==> src/rtl/alu_arbiter.sv <==
// Two-requester arbiter in front of one shared external ALU: grant, hold operands for OP_LAT cycles, capture and return.
// Define ALU_ARB_FIXED_PRIO_EN for fixed priority (requester 0 wins ties); default build is round-robin.
module alu_arbiter #(
  parameter int OP_LAT = 1
) (
  input  logic        clk,
  input  logic        rst,
  input  logic [1:0]  req_valid,
  output logic [1:0]  req_ready,
  input  logic [31:0] req_a,
  input  logic [31:0] req_b,
  input  logic [7:0]  req_op,
  output logic [1:0]  rsp_valid,
  input  logic [1:0]  rsp_ready,
  output logic [31:0] rsp_data,
  output logic [4:0]  rsp_flags,
  output logic [15:0] alu_a,
  output logic [15:0] alu_b,
  output logic [3:0]  alu_opcode,
  input  logic [31:0] alu_out,
  input  logic [4:0]  alu_flags,
  output logic        busy,
  output logic        owner
);

  typedef enum logic [1:0] {IDLE = 2'd0, EXEC = 2'd1, RESP = 2'd2} state_t;

  localparam logic [2:0] LAT_M1 = 3'(OP_LAT - 1);

  state_t     state, next_state;
  logic [2:0] cnt;
  logic       winner;
  logic       prio;
  logic       accept;
  logic       exec_last;
  logic       rsp_done;

`ifdef ALU_ARB_FIXED_PRIO_EN
  assign prio = 1'b0;
`else
  logic ptr;

  // Pointer hands the next tie to whichever requester was not just served.
  always_ff @(posedge clk or posedge rst) begin
    if (rst)           ptr <= 1'b0;
    else if (rsp_done) ptr <= ~owner;
  end

  assign prio = ptr;
`endif

  // A lone requester wins outright; a tie goes to the priority index.
  always_comb begin
    winner = req_valid[1];
    if (req_valid == 2'b11) winner = prio;
  end

  // NOTE: sequential state uses non-blocking (<=) so every flop samples pre-edge values.
  always_ff @(posedge clk or posedge rst) begin
    if (rst) state <= IDLE;
    else     state <= next_state;
  end

  // NOTE: every output of this block is defaulted first so no path can infer a latch.
  always_comb begin
    next_state = state;
    req_ready  = 2'b00;
    rsp_valid  = 2'b00;
    accept     = 1'b0;
    exec_last  = 1'b0;
    rsp_done   = 1'b0;
    unique case (state)
      IDLE: begin
        if (|req_valid && !rst) begin
          req_ready[winner] = 1'b1;
          accept            = 1'b1;
          next_state        = EXEC;
        end
      end
      EXEC: begin
        if (cnt == 3'd0) begin
          exec_last  = 1'b1;
          next_state = RESP;
        end
      end
      RESP: begin
        rsp_valid[owner] = 1'b1;
        if (rsp_ready[owner]) begin
          rsp_done   = 1'b1;
          next_state = IDLE;
        end
      end
      default: next_state = IDLE;
    endcase
  end

  always_ff @(posedge clk or posedge rst) begin
    if (rst) begin
      cnt        <= 3'd0;
      owner      <= 1'b0;
      alu_a      <= 16'h0000;
      alu_b      <= 16'h0000;
      alu_opcode <= 4'h0;
      rsp_data   <= 32'h0000_0000;
      rsp_flags  <= 5'b00000;
    end else begin
      if (accept) begin
        owner      <= winner;
        alu_a      <= winner ? req_a[31:16] : req_a[15:0];
        alu_b      <= winner ? req_b[31:16] : req_b[15:0];
        alu_opcode <= winner ? req_op[7:4]  : req_op[3:0];
        cnt        <= LAT_M1;
      end else if (state == EXEC && cnt != 3'd0) begin
        cnt <= cnt - 3'd1;
      end
      // ALU has settled by the last EXEC cycle; the result is frozen until the next capture.
      if (exec_last) begin
        rsp_data  <= alu_out;
        rsp_flags <= alu_flags;
      end
    end
  end

  assign busy = (state != IDLE);

endmodule
==> config.mk <==
export PLATFORM = sky130hd
export DESIGN_NAME = alu_arbiter
export DESIGN_NICKNAME = d
export VERILOG_FILES = /design/src/rtl/alu_arbiter.sv
export SDC_FILE = /design/constraint.sdc
export NUM_CORES = 1
export LEC_CHECK = 0
export ABC_AREA = 0
export ABC_CLOCK_PERIOD_IN_PS = 2460
export BUFFER_PORTS_ARGS = -buffer_cell sky130_fd_sc_hd__clkbuf_2
export CAP_MARGIN = 20
export CORE_MARGIN = 2
export CORE_UTILIZATION = 40
export DETAILED_ROUTE_END_ITERATION = 6
export GPL_TIMING_DRIVEN = 1
export PLACE_DENSITY = 0.76
export SYNTH_ARGS = -nofsm -noshare
export SYNTH_HDL_FRONTEND = slang
export SYNTH_SLANG_ARGS = --single-unit
==> constraint.sdc <==
create_clock -name clk -period 2.46 [get_ports clk]
set_input_delay 0.492 -clock clk [delete_from_list [all_inputs] [get_ports clk]]
set_output_delay 0.492 -clock clk [all_outputs]
set_load 0.01 [all_outputs]
======== After elaboration in Yosys (flattened, before gate mapping) ========
Cells that the tools add are included.
operators by class
  add/subtract/negate cells ............... 1
  $lt $le $gt $ge ......................... 4
  equal/unequal tests ..................... 6
  muxes and demuxes ....................... 25
  bitwise logic cells ..................... 1
  reductions and logical operators ........ 12
operators by type and width
  cell                                                         count
  two-way mux 16 bit                                           2
  two-way mux 2 bit                                            6
  two-way mux 1 bit                                            11
  two-way mux 3 bit                                            2
  != test 2 bit (second input constant)                        3
  case mux 2 bit (3 select lines)                              1
  equality test 2 bit (second input constant)                  2
  logical AND 1 bit                                            4
  less-than comparator 1 x 2 -> 1 bit (second input constant)  2
  two-way mux 4 bit                                            1
  nonzero test 2 bit                                           2
  zero test 3 bit                                              1
  AND reduction 3 bit                                          1
  nonzero test 3 bit                                           1
  subtractor 3 x 1 -> 3 bit (second input constant)            1
  demux 1 bit (select 1 bit)                                   2
  equality test 2 x 1 -> 1 bit (second input constant)         1
  greater-or-equal comparator 1 bit (second input constant)    2
  zero test 2 bit                                              1
  OR reduction 2 bit                                           1
  zero test 1 bit                                              1
  NOT 1 bit                                                    1
storage, ports and cells
  flip-flop bits (word level) ............. 80
  bits of input ports ..................... 115
  word-level logic and storage cells ...... 58

======== Depth between registers and ports, before layout ========
  word-level depth ........................ 8
  depth in mapped cells ................... 7
  gate-level depth less buffers ........... 6

======== Worst setup path before layout ========
OpenSTA, ideal clock, no wires.
  path type ............................... input to output
  start point ............................. input port rst
  end point ............................... output port req_ready[1]
  arrival ................................. 1.417 ns
  data required time ...................... 1.968 ns
  setup slack ............................. 0.551 ns
  cell stages on the path ................. 4
  cell sequence ........................... or3_4 > buf_6 > buf_6 > nor3b_1
on the way
  cells in the longest elaborated chain, start to end .. 4
ends and longest elaborated chain
  what                              RTL line  source
  from (decl)                       7         input logic rst,
  zero test 1 bit (no source line)  n/a
  logical AND 1 bit                 74        if (|req_valid && !rst) begin
  two-way mux 2 bit                 74
  two-way mux 2 bit                 72        unique case (state)
  to (decl)                         9         output logic [1:0] req_ready,
No other way between the ends.

======== Final worst setup path ========
  start point ............................. register state[1]
  end point ............................... output port req_ready[1]
on the way
  cells in the longest elaborated chain, start to end .. 2
ends and longest elaborated chain
  what                    RTL line  source
  from (decl)             30        state_t state, next_state;
  from (signal assigned)  61        else state <= next_state;
  zero test 2 bit         72
  two-way mux 2 bit       72
No other way between the ends.

==> impl_metrics.json <==
{
  "cts_made_buffers": 9,
  "finalCritPeriodShare": 0.854,
  "cts_root_buf": "clkbuf_8",
  "dp_cells": 575,
  "period_minus_slack_ns": 2.10,
  "fin_util": 0.558,
  "path_max_fanout": 7,
  "synth-simple-area-share": 0.146,
  "setup.worst_path.end_class": "primary output",
  "avgSynthCellArea_um2": 12.4,
  "crit_required_ns": 1.97,
  "dieArea_um2": 9630,
  "fin_nets": 595,
  "synth_top_family_by_area": "simple AND/OR/NAND/NOR gates",
  "syn-instance-count": 287,
  "first_iter_violations": 125,
  "muxShareOfSynthArea": 0.118,
  "die_h_um": 98.2,
  "synth_warnings": 0,
  "worst_pin_slew_ns": 0.650,
  "ff2ff_setup_slack_ns": 0.62,
  "wirelength_um": 9310,
  "clkSlewWorstSetupHoldPaths_ns": 0.09,
  "grt_pass1_vias": 2981,
  "route.detailed.drc": 0,
  "initial_core_util": 0.409,
  "dp_hpwl_um": 6950,
  "overflow": 0,
  "critPathLaunchType": "flip-flop",
  "ctsResizeCount": 0,
  "grt_start_max_net_pins": 54,
  "cts_setup_buffers": 0,
  "die_w_um": 98.2,
  "postPlaceCellArea_um2": 4630,
  "drv_cap": 0,
  "clock_path_buffers": 2,
  "slew_viol_final": 0,
  "drive_above_1_share": 0.583,
  "clock-sinks": 80,
  "fin_area_um2": 4840,
  "rsz0062_at_grt": "false",
  "skew_ns": 0.0153,
  "ys_types": 27,
  "crit_arrival_ns": 1.61,
  "syn_nets": 404,
  "crit_type": "reg -> out",
  "cts_tree": "built",
  "num_io_pins": 194,
  "cp_cell_sequence": "or3_4, nor3b_1, clkbuf_2",
  "grt_pass1_wl_um": 14900,
  "wl_per_cell_um": 15.8,
  "synth_compound_area_frac": 0.116,
  "fmax_mhz": 476,
  "hold_viol": 0,
  "critPathSlowestCell": "dfrtp_1",
  "multi_input_area_um2": 1400,
  "status": "finished, final reports clean",
  "vdd.ir_drop.worst_uv": 444,
  "n_antenna_cell": 0,
  "portBuffers": 193,
  "via_per_inst": 5.12,
  "seq_area_um2": 2000,
  "finalPower_mw": 5.95,
  "ys_seq_area_frac": 0.565,
  "insertion_delay_ns": 0.35,
  "drt_first_pass_iters": 4,
  "grt_use_total": 0.194,
  "hold_buffers": 0,
  "ys_seq_elements": 80,
  "rows": 34,
  "power_leakage_nw": 2.46,
  "antenna_found_initial": 0,
  "cts_max_level": 3,
  "setup_viol": 0,
  "synth_xor_area_frac": 0.00247,
  "fill_cells": 753,
  "gp_congestion": 0.769,
  "area_delta_synth_final_pct": 36.6,
  "p_per_area_nw_per_um2": 1230,
  "core_area_um2": 8680,
  "vias": 3021,
  "cp_slowest_stage_delay_ns": 0.47,
  "relSlewSlack": 0.567,
  "min_path_type": "in -> async",
  "stdcell_count": 590,
  "synthAdderAreaFrac": 0.00706,
  "tns_ns": 0,
  "synthesis.area_um2": 3550,
  "ant_nets": 0
}
## synthesized netlist by cell type
| library cell | number | area [um2] |
|---|---|---|
| a211oi_1 | 2 | 15.0 |
| a21oi_1 | 2 | 10.0 |
| a221o_1 | 36 | 360 |
| a31oi_1 | 1 | 6.26 |
| and3_1 | 1 | 6.26 |
| buf_2 | 13 | 65.1 |
| buf_4 | 2 | 15.0 |
| buf_6 | 3 | 33.8 |
| clkbuf_1 | 6 | 22.5 |
| dfrtp_1 | 80 | 2000 |
| ha_1 | 2 | 25.0 |
| inv_1 | 7 | 26.3 |
| mux2_2 | 37 | 417 |
| nand2_1 | 37 | 139 |
| nand2b_1 | 2 | 12.5 |
| nand3b_1 | 1 | 7.51 |
| nor2_1 | 8 | 30.0 |
| nor2b_1 | 1 | 6.26 |
| nor3_1 | 18 | 90.1 |
| nor3_2 | 19 | 190 |
| nor3b_1 | 1 | 7.51 |
| nor3b_2 | 1 | 12.5 |
| o21ai_0 | 3 | 15.0 |
| o21ai_1 | 1 | 5.00 |
| or2_2 | 1 | 6.26 |
| or3_4 | 1 | 11.3 |
| xnor2_1 | 1 | 8.76 |
## power breakdown
group	switching [mW]	leakage [nW]	total (mW)	internal [mW]
clock	0.488	0.102	1.06	0.573
combinational	1.25	1.39	2.54	1.29
sequential	0.386	0.961	2.36	1.97
total	2.12	2.46	5.95	3.83
## layout by cell type (no fill, tap or decap)
cell / instances
a211oi_1: 2
a21oi_1: 2
a221o_1: 36
a31oi_1: 1
and3_1: 1
buf_12: 1
buf_4: 10
bufinv_16: 2
clkbuf_2: 193
clkbuf_8: 9
clkinvlp_4: 3
dfrtp_1: 80
ha_1: 2
inv_1: 6
inv_6: 2
mux2_2: 37
nand2_1: 37
nand2b_1: 2
nand3b_1: 1
nor2_1: 8
nor2b_4: 1
nor3_1: 18
nor3_2: 19
nor3b_1: 1
nor3b_2: 1
o21ai_0: 3
o21ai_4: 1
or2_2: 1
or3_4: 1
xnor2_1: 1
## per-layer routing
| layer | track usage | wire (um) |
|---|---|---|
| met5 | 0 | 0 |
| met4 | 0.0769 | 197 |
| met3 | 0.0408 | 683 |
| met2 | 0.328 | 4570 |
| met1 | 0.246 | 3860 |
## stage by stage
stage          worst slack, ns  hold slack, ns
2_1_floorplan            0.551           0.510
3_3_place_gp             0.610           0.485
3_5_place_dp             0.571           0.494
4_1_cts                  0.328           0.272
5_1_grt                  0.278           0.286
6_report                 0.358           0.266
## cell type report
| class | instances | share of cell area |
|---|---|---|
| Clock buffer | 9 | 0.0256 |
| Clock inverter | 6 | 0.0191 |
| Inverter | 7 | 0.00620 |
| Multi-Input combinational cell | 176 | 0.289 |
| Sequential cell | 80 | 0.413 |
| Tap cell | 108 | 0.0279 |
| Timing Repair Buffer | 204 | 0.219 |
## registers in the layout, indices dropped and copies added (netlist names)
name and flops:
alu_a 16, state 2, prio 1, cnt 3, rsp_flags 5, alu_b 16
rsp_data 32, alu_opcode 4, owner 1
## worst paths after layout
check                                         startpoint                  endpoint  cells past startpoint
max in group asynchronous                            rst  rsp_data[27]$_DFFE_PP0P_                      3
worst min-delay path                                 rst          prio$_DFFE_PP0P_                      3
worst min register to register  rsp_data[22]$_DFFE_PP0P_  rsp_data[22]$_DFFE_PP0P_                      1
worst max register to register        cnt[0]$_DFFE_PP0P_  rsp_data[18]$_DFFE_PP0P_                      6
worst max-delay path                state[1]$_DFFE_PP0P_              req_ready[1]                      3
min in group clk                              alu_out[2]   rsp_data[2]$_DFFE_PP0P_                      2
## critical path: cells and delay by family, from the launching register on
family | cells | cell delay (ns)
and+or+nand+nor | 2 | 0.63
DFF | 1 | 0.47
buffers and inverters | 1 | 0.17
## cells by family (layout without fill, tap and decap cells)
family          count (synthesis)  after routing
simple gates                   91             91
fa+ha+maj                       2              2
compound gates                 45             45
buf+inv                        31            226
xor+xnor                        1              1
mux                            37             37
flops                          80             80
Note: power is estimated with default switching activity, not from simulation.
